--- config.mk ---
export PLATFORM = sky130hd
export DESIGN_NAME = pit_timer_array_flat
export DESIGN_NICKNAME = d
export VERILOG_FILES = /design/src/rtl/pit_timer_array_if.sv /design/src/rtl/pit_timer_array.sv /design/src/flat_wrapper.sv
export SDC_FILE = /design/constraint.sdc
export NUM_CORES = 1
export LEC_CHECK = 0
export ABC_AREA = 0
export CAP_MARGIN = 20
export CORE_ASPECT_RATIO = 1.5
export CORE_MARGIN = 5
export CORE_UTILIZATION = 66
export CTS_CLUSTER_SIZE = 10
export DETAILED_ROUTE_END_ITERATION = 10
export PLACE_DENSITY = 0.87
export SKIP_CTS_REPAIR_TIMING = 1
export SLEW_MARGIN = 25
export SYNTH_ARGS = -nofsm -noshare
export SYNTH_HDL_FRONTEND = slang
export SYNTH_SLANG_ARGS = --single-unit
--- constraint.sdc ---
create_clock -name clk -period 11.8 [get_ports clk]
set_input_delay 2.36 -clock clk [delete_from_list [all_inputs] [get_ports clk]]
set_output_delay 2.36 -clock clk [all_outputs]
set_load 0.03 [all_outputs]
--- src/rtl/pit_timer_array_if.sv ---
// Host register bus of the interval timer array: active-low chip select and
// strobes, address, write data and the registered read data.
interface pit_timer_array_if #(
   parameter int CNT_W  = 16,
   parameter int ADDR_W = 3
);
   logic              CS;
   logic              WR;
   logic              RD;
   logic [ADDR_W-1:0] addr;
   logic [CNT_W-1:0]  wdata;
   logic [CNT_W-1:0]  rdata;

   modport master (
      output CS, WR, RD, addr, wdata,
      input  rdata
   );

   modport slave (
      input  CS, WR, RD, addr, wdata,
      output rdata
   );
endinterface

--- src/rtl/pit_timer_array.sv ---
// Array of NUM_CH independent 8254-style down-counters behind one host bus.
// Each channel counts on its own tick enable; out/tc/rdata are registered.
module pit_timer_array #(
   parameter int NUM_CH = 3,
   parameter int CNT_W  = 16,
   parameter int ADDR_W = 3
) (
   input  logic              clk,
   input  logic              rst,
   pit_timer_array_if.slave  bus,
   input  logic [NUM_CH-1:0] tick,
   input  logic [NUM_CH-1:0] gate,
   output logic [NUM_CH-1:0] out,
   output logic [NUM_CH-1:0] tc
);

   typedef enum logic [1:0] {S_IDLE, S_LOAD, S_COUNT} state_e;

   localparam logic [1:0] M_INT     = 2'd0;
   localparam logic [1:0] M_ONESHOT = 2'd1;
   localparam logic [1:0] M_RATE    = 2'd2;

   state_e                       st_q [NUM_CH];
   state_e                       st_d [NUM_CH];
   logic [NUM_CH-1:0][1:0]       mode_q, mode_d;
   logic [NUM_CH-1:0][CNT_W-1:0] reload_q, reload_d;
   logic [NUM_CH-1:0][CNT_W-1:0] cnt_q, cnt_d;
   logic [NUM_CH-1:0]            null_q, null_d;
   logic [NUM_CH-1:0]            out_q, out_d;
   logic [NUM_CH-1:0]            tc_q, tc_d;
   logic [NUM_CH-1:0]            trig_q, trig_d;
   logic [NUM_CH-1:0]            gate_prev_q, gate_prev_d;
   logic [CNT_W-1:0]             rdata_q, rdata_d;
   logic                         wr_en, rd_en;

   // A count value of 0 stands for 2^CNT_W, so widen by one bit to compare.
   function automatic logic [CNT_W:0] ext_val(input logic [CNT_W-1:0] v);
      return (v == '0) ? {1'b1, {CNT_W{1'b0}}} : {1'b0, v};
   endfunction

   // Square-wave output level: high while count > floor(N/2).
   function automatic logic sq_high(input logic [CNT_W-1:0] c,
                                    input logic [CNT_W-1:0] n);
      return ext_val(c) > (ext_val(n) >> 1);
   endfunction

   assign wr_en = ~bus.CS & ~bus.WR;
   assign rd_en = ~bus.CS & ~bus.RD & bus.WR;

   // Per-channel next state: host writes first, then gate/tick driven counting.
   always_comb begin
      gate_prev_d = gate;
      for (int ch = 0; ch < NUM_CH; ch++) begin
         st_d[ch]     = st_q[ch];
         mode_d[ch]   = mode_q[ch];
         reload_d[ch] = reload_q[ch];
         cnt_d[ch]    = cnt_q[ch];
         null_d[ch]   = null_q[ch];
         out_d[ch]    = out_q[ch];
         trig_d[ch]   = trig_q[ch];
         tc_d[ch]     = 1'b0;
         if (wr_en && bus.addr == ADDR_W'(2 * ch + 1)) begin
            mode_d[ch] = bus.wdata[1:0];
            st_d[ch]   = S_IDLE;
            out_d[ch]  = (bus.wdata[1:0] != M_INT);
            null_d[ch] = 1'b1;
            trig_d[ch] = 1'b0;
         end else if (wr_en && bus.addr == ADDR_W'(2 * ch)) begin
            // A write on the terminal tick wins, so no tc that cycle.
            reload_d[ch] = bus.wdata;
            null_d[ch]   = 1'b1;
            if (mode_q[ch] != M_ONESHOT) st_d[ch] = S_LOAD;
            if (mode_q[ch] == M_INT) out_d[ch] = 1'b0;
         end else if (mode_q[ch] == M_ONESHOT) begin
            // Gate rising edge arms a trigger that the next tick consumes.
            if (tick[ch] && trig_q[ch]) begin
               cnt_d[ch]  = reload_q[ch];
               out_d[ch]  = 1'b0;
               null_d[ch] = 1'b0;
               st_d[ch]   = S_COUNT;
               trig_d[ch] = gate[ch] & ~gate_prev_q[ch];
            end else begin
               trig_d[ch] = trig_q[ch] | (gate[ch] & ~gate_prev_q[ch]);
               if (tick[ch] && st_q[ch] == S_COUNT) begin
                  cnt_d[ch] = cnt_q[ch] - 1'b1;
                  if (cnt_q[ch] == CNT_W'(1)) begin
                     out_d[ch] = 1'b1;
                     tc_d[ch]  = 1'b1;
                     st_d[ch]  = S_IDLE;
                  end
               end
            end
         end else begin
            unique case (st_q[ch])
               S_LOAD: begin
                  if (tick[ch] && gate[ch]) begin
                     cnt_d[ch]  = reload_q[ch];
                     null_d[ch] = 1'b0;
                     st_d[ch]   = S_COUNT;
                     out_d[ch]  = (mode_q[ch] != M_INT);
                  end
               end
               S_COUNT: begin
                  if (mode_q[ch] != M_INT && !gate[ch]) begin
                     out_d[ch] = 1'b1;
                     st_d[ch]  = S_LOAD;
                  end else if (tick[ch] && gate[ch]) begin
                     if (mode_q[ch] == M_INT) begin
                        // Keeps counting through the wrap; tc only on first terminal.
                        cnt_d[ch] = cnt_q[ch] - 1'b1;
                        if (cnt_q[ch] == CNT_W'(1) && !out_q[ch]) begin
                           out_d[ch] = 1'b1;
                           tc_d[ch]  = 1'b1;
                        end
                     end else if (cnt_q[ch] == CNT_W'(1)) begin
                        cnt_d[ch] = reload_q[ch];
                        tc_d[ch]  = 1'b1;
                        out_d[ch] = 1'b1;
                     end else begin
                        cnt_d[ch] = cnt_q[ch] - 1'b1;
                        out_d[ch] = (mode_q[ch] == M_RATE) ? (cnt_q[ch] != CNT_W'(2))
                                  : sq_high(CNT_W'(cnt_q[ch] - 1'b1), reload_q[ch]);
                     end
                  end
               end
               default: ;
            endcase
         end
      end
   end

   // Read mux: live count or status word, captured only on a read strobe.
   always_comb begin
      rdata_d = rdata_q;
      if (rd_en) begin
         rdata_d = '0;
         for (int ch = 0; ch < NUM_CH; ch++) begin
            if (bus.addr == ADDR_W'(2 * ch)) begin
               rdata_d = cnt_q[ch];
            end else if (bus.addr == ADDR_W'(2 * ch + 1)) begin
               rdata_d = CNT_W'({null_q[ch], out_q[ch], mode_q[ch]});
            end
         end
      end
   end

   // State registers; reset aborts any count in progress immediately.
   always_ff @(posedge clk or posedge rst) begin
      if (rst) begin
         for (int ch = 0; ch < NUM_CH; ch++) st_q[ch] <= S_IDLE;
         mode_q      <= '0;
         reload_q    <= '0;
         cnt_q       <= '0;
         null_q      <= '1;
         out_q       <= '0;
         tc_q        <= '0;
         trig_q      <= '0;
         gate_prev_q <= '0;
         rdata_q     <= '0;
      end else begin
         for (int ch = 0; ch < NUM_CH; ch++) st_q[ch] <= st_d[ch];
         mode_q      <= mode_d;
         reload_q    <= reload_d;
         cnt_q       <= cnt_d;
         null_q      <= null_d;
         out_q       <= out_d;
         tc_q        <= tc_d;
         trig_q      <= trig_d;
         gate_prev_q <= gate_prev_d;
         rdata_q     <= rdata_d;
      end
   end

   assign out       = out_q;
   assign tc        = tc_q;
   assign bus.rdata = rdata_q;

endmodule

--- src/flat_wrapper.sv ---
// flat-port wrapper written by rule: the top's interface ports become plain ports
module pit_timer_array_flat 
#(
   parameter int NUM_CH = 3,
   parameter int CNT_W  = 16,
   parameter int ADDR_W = 3
)
  (clk, rst, tick, gate, out, tc, bus_CS, bus_WR, bus_RD, bus_addr, bus_wdata, bus_rdata);
  pit_timer_array_if #(.CNT_W(CNT_W), .ADDR_W(ADDR_W)) bus_i ();
  input  logic clk;
  input  logic rst;
  input  logic [NUM_CH-1:0] tick;
  input  logic [NUM_CH-1:0] gate;
  output logic [NUM_CH-1:0] out;
  output logic [NUM_CH-1:0] tc;
  input wire logic [$bits(bus_i.CS)-1:0] bus_CS;
  input wire logic [$bits(bus_i.WR)-1:0] bus_WR;
  input wire logic [$bits(bus_i.RD)-1:0] bus_RD;
  input wire logic [$bits(bus_i.addr)-1:0] bus_addr;
  input wire logic [$bits(bus_i.wdata)-1:0] bus_wdata;
  output wire logic [$bits(bus_i.rdata)-1:0] bus_rdata;
  assign bus_i.CS = bus_CS;
  assign bus_i.WR = bus_WR;
  assign bus_i.RD = bus_RD;
  assign bus_i.addr = bus_addr;
  assign bus_i.wdata = bus_wdata;
  assign bus_rdata = bus_i.rdata;
  pit_timer_array #(.NUM_CH(NUM_CH), .CNT_W(CNT_W), .ADDR_W(ADDR_W)) u_core (.clk(clk), .rst(rst), .bus(bus_i), .tick(tick), .gate(gate), .out(out), .tc(tc));
endmodule
==> results of run 1 <==
-- cells by family (layout without fill, tap and decap cells) --
family | after synthesis | in the layout | synth area share
simple gates | 381 | 381 | 0.205
compound gates | 287 | 287 | 0.177
buf+inv | 147 | 165 | 0.0634
flops | 139 | 139 | 0.364
fa+ha+maj | 63 | 63 | 0.0823
mux | 61 | 61 | 0.0709
xor+xnor | 40 | 40 | 0.0381
-- state kept, by name, summed over array words and instances, names as in the netlist --
signal              flops
u_core.trig_q           3
u_core.out              3
u_core.st_q             6
u_core.bus.rdata       16
u_core.tc               3
u_core.mode_q           6
u_core.cnt_q           48
u_core.null_q           3
u_core.reload_q        48
u_core.gate_prev_q      3
-- layer usage --
layer,track usage,routed length (um),vias up
li1,-,-,4009
met1,0.371,9680,4127
met2,0.559,13500,409
met3,0.0492,1570,118
met4,0.209,1500,0
met5,0,0,-
-- area by class of cell --
cell class | count | area (sq um)
timing repair buffer | 59 | 574
fill | 1020 | 3700
inverter | 75 | 287
multi-input combinational | 832 | 5520
sequential | 139 | 3480
tap | 196 | 245
clock buffer | 23 | 468
clock inverter | 8 | 118
-- worst max-delay path: cells and delay by family --
| kind | cells | cell delay (ns) |
|---|---|---|
| AO/OA/AOI/OAI | 2 | 0.30 |
| buffers and inverters | 1 | 0.82 |
| AND/OR/NAND/NOR | 4 | 1.75 |
| multiplexers | 1 | 0.17 |
-- cell usage in the layout, fill, tap and decap left out, types with 6 or more instances in the layout --
master / synthesis / final
o21ai_1: 41 / 41
ha_1: 63 / 63
xor2_1: 16 / 16
a22o_1: 12 / 12
dfrtp_1: 136 / 136
nand2b_1: 7 / 7
buf_4: 5 / 7
clkdlybuf4s50_1: 0 / 51
nand4_1: 24 / 24
mux2i_1: 42 / 42
or3_1: 8 / 8
mux2_2: 14 / 14
nor2_1: 61 / 58
nor4_1: 20 / 20
nor3_1: 21 / 21
a211oi_1: 10 / 10
xnor2_1: 22 / 22
a31oi_1: 9 / 9
nor3b_1: 8 / 8
o21ai_0: 105 / 105
nand2_1: 152 / 152
a21oi_1: 57 / 57
inv_1: 75 / 74
nor2b_1: 7 / 6
clkbuf_16: 0 / 17
and3_1: 7 / 7
nand3_1: 25 / 24
or4_1: 10 / 10
-- per-stage QoR --
| stage | total power, mW | area [sq um] | setup WS, ns |
|---|---|---|---|
| finish | 2.91 | 10700 | 6.68 |
| global route | 3.11 | 10700 | 6.39 |
| CTS | 2.88 | 10700 | 6.00 |
| detailed placement | 2.32 | 10100 | 5.68 |
| global placement | 2.26 | 10100 | 5.81 |
| floorplan | 1.95 | 9580 | 5.72 |
-- final timing paths --
check	to	cells after the start	slack [ns]	startpoint
worst max-delay path	u_core.out[2]	8	6.68	bus_addr[2]
worst max register to register	u_core.out[2]	16	6.95	u_core.cnt_q[32]
worst min register to register	u_core.trig_q[1]	1	0.43	u_core.gate_prev_q[1]
worst min-delay path	u_core.trig_q[1]	1	0.43	u_core.gate_prev_q[1]
min in group asynchronous	u_core.reload_q[11]	2	2.38	rst
max in group asynchronous	u_core.st_q[1]	3	8.29	rst
-- power groups by stage --
stage / Clock (mW) / Sequential [mW] / Combinational, mW
after floorplan: 0 / 0.824 / 1.12
after global routing: 0.567 / 0.959 / 1.59
after detailed placement: 0 / 0.933 / 1.39
final: 0.542 / 0.940 / 1.43
after CTS: 0.543 / 0.926 / 1.41
after global placement: 0 / 0.924 / 1.33
==> flow_metrics.tcl, run 1 <==
set metrics [dict create \
    status "completed" \
    p_sw_mw 1.33 \
    grt_start_max_net_pins 78 \
    finalMaxSlewViolations 0 \
    drt_iter0_markers 792 \
    grt_antenna_before_repair 0 \
    synthDistinctLibCells 78 \
    htreeDepth 4 \
    netlist_top_cells_area "dfrtp_1 (36%), ha_1 (8.2%), nand2_1 (6.0%)" \
    skew_ns 0.00664 \
    yosysMostFrequentCell "nand2_1" \
    grt_pass1_wl_um 43100 \
    required_ns 12.09 \
    vias 8663 \
    powerDensity_nw_per_um2 272 \
    layout-drive-gt1-share 0.0775 \
    switching_share 0.458 \
    synth_warnings 0 \
    first_global_vias 8648 \
    start_util 0.666 \
    critical_path.cell_chain "clkdlybuf4s50_1 -> nor2b_2 -> nand2_1 -> nor2_4 -> o21a_1 -> nor3_1 -> mux2i_1 -> o21ai_1" \
    start_kind "primary input" \
    rsz0062_at_grt "no" \
    fin_setup_tns_ns 0 \
    crit_arrival_ns 5.40 \
    synthArstFlopShare 1.00 \
    die_w_um 108 \
    grtUsageTotal 0.324 \
    power_leakage_nw 4.63 \
    crit_type "in -> reg" \
    utilization 0.743 \
    syn-mean-instance-area_sq_um 8.57 \
    synth_commonest_cells "nand2_1 (152), dfrtp_1 (136), o21ai_0 (105), inv_1 (75), ha_1 (63)" \
    io_pins 52 \
    max_freq_ghz 0.195 \
    placementRows 54 \
    cts_tree "yes" \
    comb_power_share 0.491 \
    grt_overflow 0 \
    stdcell_count 1332 \
    setup_viol_count_final 0 \
    synth_cells 1118 \
    pwr-share-seq 0.323 \
    dp_cells 1301 \
    hold_viol 0 \
    hold_path_class "reg -> reg" \
    synth-seq-area-share 0.364 \
    synth_area_sq_um 9580 \
    design.core.area_sq_um 14400 \
    synth_ff_type "dfrtp_1" \
    fin_crit_sh 0.434 \
    synth_edf_count 0 \
    p_int_mw 1.58 \
    place_congestion 0.951 \
    synth_largest_area_cell "dfrtp_1" \
    firstDrtPassIters 7 \
    fin_nets 1217 \
    p_clk_frac 0.186 \
    ant_nets 0 \
    max-vdd-ir-drop_mv 0.145 \
    clock_sink_count 139 \
    drc 0 \
    syn_nets 1211 \
    worst_pin_slew_ns 1.03 \
    wl_um 26300 \
    yosysTopAreaCellShare 0.355 \
    design.die.area_sq_um 17100 \
    crit_fanout 34 \
    path_clk_slew_ns 0.06 \
    place_hpwl_um 19300 \
    syn_to_final_growth_pct 11.7 \
    max_cap_violations 0 \
    die_h_um 158 \
    maxSlewHeadroom 0.309 \
    portBuffers 51 \
    ys_ff_latch 139 \
    slowest_delay_ns 0.82 \
    clockBufferDepth 2 \
    antenna_cells 0 \
    hold_ws_ns 0.435 \
    min_period_ns 5.12 \
    slowest_stage "clkdlybuf4s50_1" \
    avgViaCountPerCell 6.50 \
    cts_root_buffer "clkbuf_16" \
    insertion_delay_ns 0.43 \
    crit_path_end_kind "flip-flop" \
    numCtsBuffers 17 \
    routedWlPerCell_um 19.7 \
]
(Power assumes the default switching activity.)
==> run 2: changes to the inputs <==
--- a/config.mk
+++ b/config.mk
@@ -9,10 +9,10 @@
 export CAP_MARGIN = 20
 export CORE_ASPECT_RATIO = 1.5
 export CORE_MARGIN = 5
-export CORE_UTILIZATION = 66
+export CORE_UTILIZATION = 55
 export CTS_CLUSTER_SIZE = 10
 export DETAILED_ROUTE_END_ITERATION = 10
-export PLACE_DENSITY = 0.87
+export PLACE_DENSITY = 0.77
 export SKIP_CTS_REPAIR_TIMING = 1
 export SLEW_MARGIN = 25
 export SYNTH_ARGS = -nofsm -noshare
==> constraint.sdc (replaced) <==
create_clock -name clk -period 4.3 [get_ports clk]
set_input_delay 0.86 -clock clk [delete_from_list [all_inputs] [get_ports clk]]
set_output_delay 0.86 -clock clk [all_outputs]
set_load 0.03 [all_outputs]
==> flow_metrics.tcl, run 2 (synthesis results as in run 1) <==
set metrics [dict create \
    fillers 1511 \
    hold_viol 0 \
    grtUsageTotal 0.267 \
    design_area_sq_um 10900 \
    crit_path_end_kind "flip-flop" \
    rsz0062_at_grt "no" \
    hold_path_class "reg -> reg" \
    final_common_cell "nand2_1" \
    clockBufferDepth 2 \
    antenna_cells 0 \
    routedWlPerCell_um 19.8 \
    required_ns 4.58 \
    power_mw 8.27 \
    setup_viol_count_final 0 \
    wl_um 27000 \
    cts_tree "yes" \
    htreeDepth 4 \
    dp_cells 1332 \
    die_w_um 118 \
    layout_common_cells "nand2_1 (152), dfrtp_1 (136), o21ai_0 (105), inv_1 (74), ha_1 (63)" \
    critical_path.cell_chain "inv_1 -> ha_1 -> nor3b_1 -> nand2_1 -> xnor2_1 -> or4_1 -> nor4_2 -> nor2_1 -> ha_1 -> nand4_1 -> nor2_1 -> o31ai_1 -> o211a_1 -> a211oi_1 -> a2111oi_2 -> o21ai_1" \
    clock_sink_count 139 \
    io_pins 52 \
    r2r_cells 16 \
    dr_wl_met2_um 13900 \
    stdcell_count 1364 \
    hold_ws_ns 0.436 \
    dpl_cell_area_sq_um 10200 \
    max_freq_ghz 0.244 \
    place_hpwl_um 19900 \
    design.core.area_sq_um 17300 \
    drt_iter0_markers 700 \
    min_period_ns 4.10 \
    m1WireLength_um 10000 \
    portBuffers 51 \
    design.die.area_sq_um 20200 \
    first_global_vias 8480 \
    fin_setup_tns_ns 0 \
    path_clk_slew_ns 0.06 \
    worst_pin_slew_ns 0.747 \
    crit_fanout 7 \
    maxSlewHeadroom 0.500 \
    crit_type "reg -> reg" \
    place_congestion 0.926 \
    firstDrtPassIters 5 \
    slowest_stage "or4_1" \
    grt_pass1_wl_um 43600 \
    syn_to_final_growth_pct 14.2 \
    start_kind "flip-flop" \
    min_from "u_core.gate_prev_q[0]" \
    holdPathStages 1 \
    max_cap_violations 0 \
    highest_layer "met4" \
    placementRows 59 \
    start_util 0.554 \
    avgViaCountPerCell 6.31 \
    status "completed" \
    slowest_delay_ns 0.55 \
    skew_ns 0.00798 \
    finalMaxSlewViolations 0 \
    numCtsBuffers 17 \
    die_h_um 172 \
    fin_crit_sh 0.954 \
    wl_met3_um 1450 \
    insertion_delay_ns 0.43 \
    max-vdd-ir-drop_mv 0.439 \
    layout-drive-gt1-share 0.0912 \
    grt_start_max_net_pins 119 \
    fin_nets 1231 \
    ant_nets 0 \
    worstReg2RegStart "u_core.cnt_q[32]" \
    vias 8604 \
    grt_antenna_before_repair 0 \
    powerDensity_nw_per_um2 756 \
    grt_overflow 0 \
    power_leakage_nw 4.75 \
    drc 0 \
    startpoint "u_core.cnt_q[32]" \
    crit_arrival_ns 4.39 \
    cts_root_buffer "clkbuf_16" \
]
run 2: cell types whose count changed in the layout (fill, tap and decap cells not counted), sizes merged:
cell,previous run,this run
bufinv,3,7
inv,75,74
buf,8,22
clkinvlp,1,4
clkinv,4,1
clkbuf,23,21
run 2: path summary, 6_finish.rpt:
path                                    end  slack [ns]
setup / recovery              u_core.out[2]        0.20
hold / removal             u_core.trig_q[0]        0.44
setup reg to reg              u_core.out[2]        0.20
hold reg to reg            u_core.trig_q[0]        0.44
max in group asynchronous   u_core.cnt_q[6]        2.50
min in group asynchronous    u_core.st_q[0]        0.81
run 2: power breakdown:
group	internal [mW]	leakage (nW)	total, mW	switching (mW)
clock network	1.19	0.336	1.76	0.572
registers	1.80	1.69	2.56	0.763
logic	1.63	2.72	3.95	2.32
run 2: stage by stage:
stage	util	setup slack, ns
floorplan	-	0.705
global placement	0.592	0.372
detailed placement	0.592	0.271
CTS	0.633	0.196
global route	0.633	0.0386
finish	0.633	0.198
run 2: per-layer routing:
layer,up-vias,GRT usage
met5,-,0
met4,0,0.166
met3,108,0.0454
met2,339,0.482
met1,4144,0.292
li1,4013,-
run 2: cell type report:
| class | count | area, sq um | share of cell area |
|---|---|---|---|
| clock buffer | 21 | 470 | 0.0430 |
| clock inverter | 11 | 238 | 0.0217 |
| inverter | 75 | 285 | 0.0261 |
| multi-input combinational | 832 | 5510 | 0.504 |
| sequential | 139 | 3480 | 0.318 |
| tap | 213 | 267 | 0.0244 |
| timing repair buffer | 73 | 688 | 0.0629 |
run 2: critical path: cells and delay by family, from the launching register on:
family,cells,cell delay [ns]
compound gates,5,0.89
xor+xnor,1,0.16
fa+ha+maj,2,0.63
buf+inv,1,0.15
flops,1,0.45
simple gates,7,1.68
==> run 3: changes to the inputs <==
==> constraint.sdc (replaced) <==
create_clock -name clk -period 4.3 [get_ports clk]
set_input_delay 0.43 -clock clk [delete_from_list [all_inputs] [get_ports clk]]
set_output_delay 0.43 -clock clk [all_outputs]
set_load 0.03 [all_outputs]
==> flow_metrics.tcl, run 3 (synthesis results as in run 1) <==
set metrics [dict create \
    layout-drive-gt1-share 0.0904 \
    place_hpwl_um 20300 \
    p_int_mw 4.42 \
    ant_nets 0 \
    insertion_delay_ns 0.43 \
    endpoint "u_core.out[2]" \
    design.die.area_sq_um 20200 \
    die_h_um 172 \
    vias 8543 \
    path_clk_slew_ns 0.06 \
    path_depth 16 \
    wl_um 26700 \
    power_leakage_nw 4.71 \
    grt_antenna_before_repair 0 \
    avgViaCountPerCell 6.27 \
    skew_ns 0.00871 \
    io_pins 52 \
    p_clk_frac 0.196 \
    clock_sink_count 139 \
    r2r_cells 16 \
    max-vdd-ir-drop_mv 0.445 \
    cts_tree "yes" \
    fillers 1519 \
    stdcell_count 1363 \
    r2r-end "u_core.out[2]" \
    r2r_slack_ns 0.19 \
    firstDrtPassIters 6 \
    switching_share 0.453 \
    cts_root_buffer "clkbuf_16" \
    portBuffers 51 \
    fin_setup_tns_ns 0 \
    worst_pin_slew_ns 0.917 \
    crit_arrival_ns 4.42 \
    grt_overflow 0 \
    cp_num_buf_inv 1 \
    drt_iter0_markers 758 \
    required_ns 4.61 \
    max_cap_violations 0 \
    routedWlPerCell_um 19.6 \
    antenna_cells 0 \
    power_mw 8.08 \
    dp_cells 1331 \
    start_kind "flip-flop" \
    pwr-share-seq 0.316 \
    clockBufferDepth 2 \
    drc 0 \
    multi_input_area_sq_um 5510 \
    grt_start_max_net_pins 99 \
    layout_common_cells "nand2_1 (152), dfrtp_1 (136), o21ai_0 (105), inv_1 (74), ha_1 (63)" \
    crit_type "reg -> reg" \
    grt_pass1_wl_um 43600 \
    hold_viol 0 \
    seqCellArea_sq_um 3480 \
    finalMaxSlewViolations 0 \
    comb_power_share 0.488 \
    hold_path_class "reg -> reg" \
    htreeDepth 4 \
    crit_family "simple AND/OR/NAND/NOR gates" \
    fin_crit_sh 0.957 \
    maxSlewHeadroom 0.389 \
    worstReg2RegStart "u_core.cnt_q[32]" \
    powerDensity_nw_per_um2 745 \
    crit_path_end_kind "flip-flop" \
    placementRows 59 \
    slowest_stage "or4_1" \
    max_freq_ghz 0.243 \
    critical_path.cell_chain "inv_1 -> ha_1 -> nor3b_1 -> nand2_1 -> xnor2_1 -> or4_1 -> nor4_2 -> nor2_1 -> ha_1 -> nand4_1 -> nor2_1 -> o31ai_1 -> o211a_1 -> a211oi_1 -> a2111oi_1 -> o21ai_1" \
    first_global_vias 8515 \
    die_w_um 118 \
    min_period_ns 4.11 \
    design.core.area_sq_um 17300 \
    startpoint "u_core.cnt_q[32]" \
    status "completed" \
    rsz0062_at_grt "no" \
    crit_fanout 7 \
    start_util 0.554 \
    final_common_cell "nand2_1" \
    syn_to_final_growth_pct 13.3 \
    numCtsBuffers 17 \
    setup_viol_count_final 0 \
    place_congestion 0.960 \
    grtUsageTotal 0.268 \
    slowest_delay_ns 0.56 \
    fin_nets 1230 \
    p_sw_mw 3.66 \
]
==> run 3: cell types whose count changed in the layout (fill, tap and decap cells not counted), sizes merged <==
cell	before	now
clkinv	1	6
bufinv	7	4
clkbuf	21	18
inv	74	77
clkinvlp	4	2
buf	22	21
==> run 3: worst min-delay path by stage <==
stage                                      from                to  depth (start not counted)
after floorplan           u_core.gate_prev_q[0]  u_core.trig_q[0]                          1
after global routing      u_core.gate_prev_q[1]  u_core.trig_q[1]                          1
after CTS                 u_core.gate_prev_q[1]  u_core.trig_q[1]                          1
after detailed placement  u_core.gate_prev_q[1]  u_core.trig_q[1]                          1
after global placement    u_core.gate_prev_q[0]  u_core.trig_q[0]                          1
final                     u_core.gate_prev_q[1]  u_core.trig_q[1]                          1
==> run 3: layout make-up <==
cell class | count | share of cell area
clock buffer | 18 | 0.0405
tap | 213 | 0.0246
timing repair buffer | 72 | 0.0616
clock inverter | 14 | 0.0179
multi-input combinational | 832 | 0.508
sequential | 139 | 0.321
inverter | 75 | 0.0264
==> run 3: metal layers <==
metal  global-route usage  vias up  part of all wire
met3               0.0480      119             0.051
met2                0.480      315              0.51
li1                     -     4028                 -
met5                    0        -                 0
met4                0.151        0             0.057
met1                0.301     4081              0.38
==> run 3: per-stage QoR <==
stage          setup WS, ns   util  hold WS (ns)  instance area [sq um]
6_report              0.186  0.628         0.433                  10900
5_1_grt             0.00399  0.628         0.444                  10900
4_1_cts               0.253  0.628         0.437                  10900
3_5_place_dp          0.289  0.591         0.429                  10200
3_3_place_gp          0.391  0.591         0.423                  10200
2_1_floorplan         0.150      -         0.412                   9580
==> run 3: power by group through the flow <==
stage	Sequential [mW]	Clock [mW]	Combinational, mW
floorplan	2.26	0	3.08
global placement	2.54	0	3.79
detailed placement	2.55	0	3.89
CTS	2.53	1.60	3.92
global route	2.62	1.67	4.41
finish	2.56	1.58	3.94
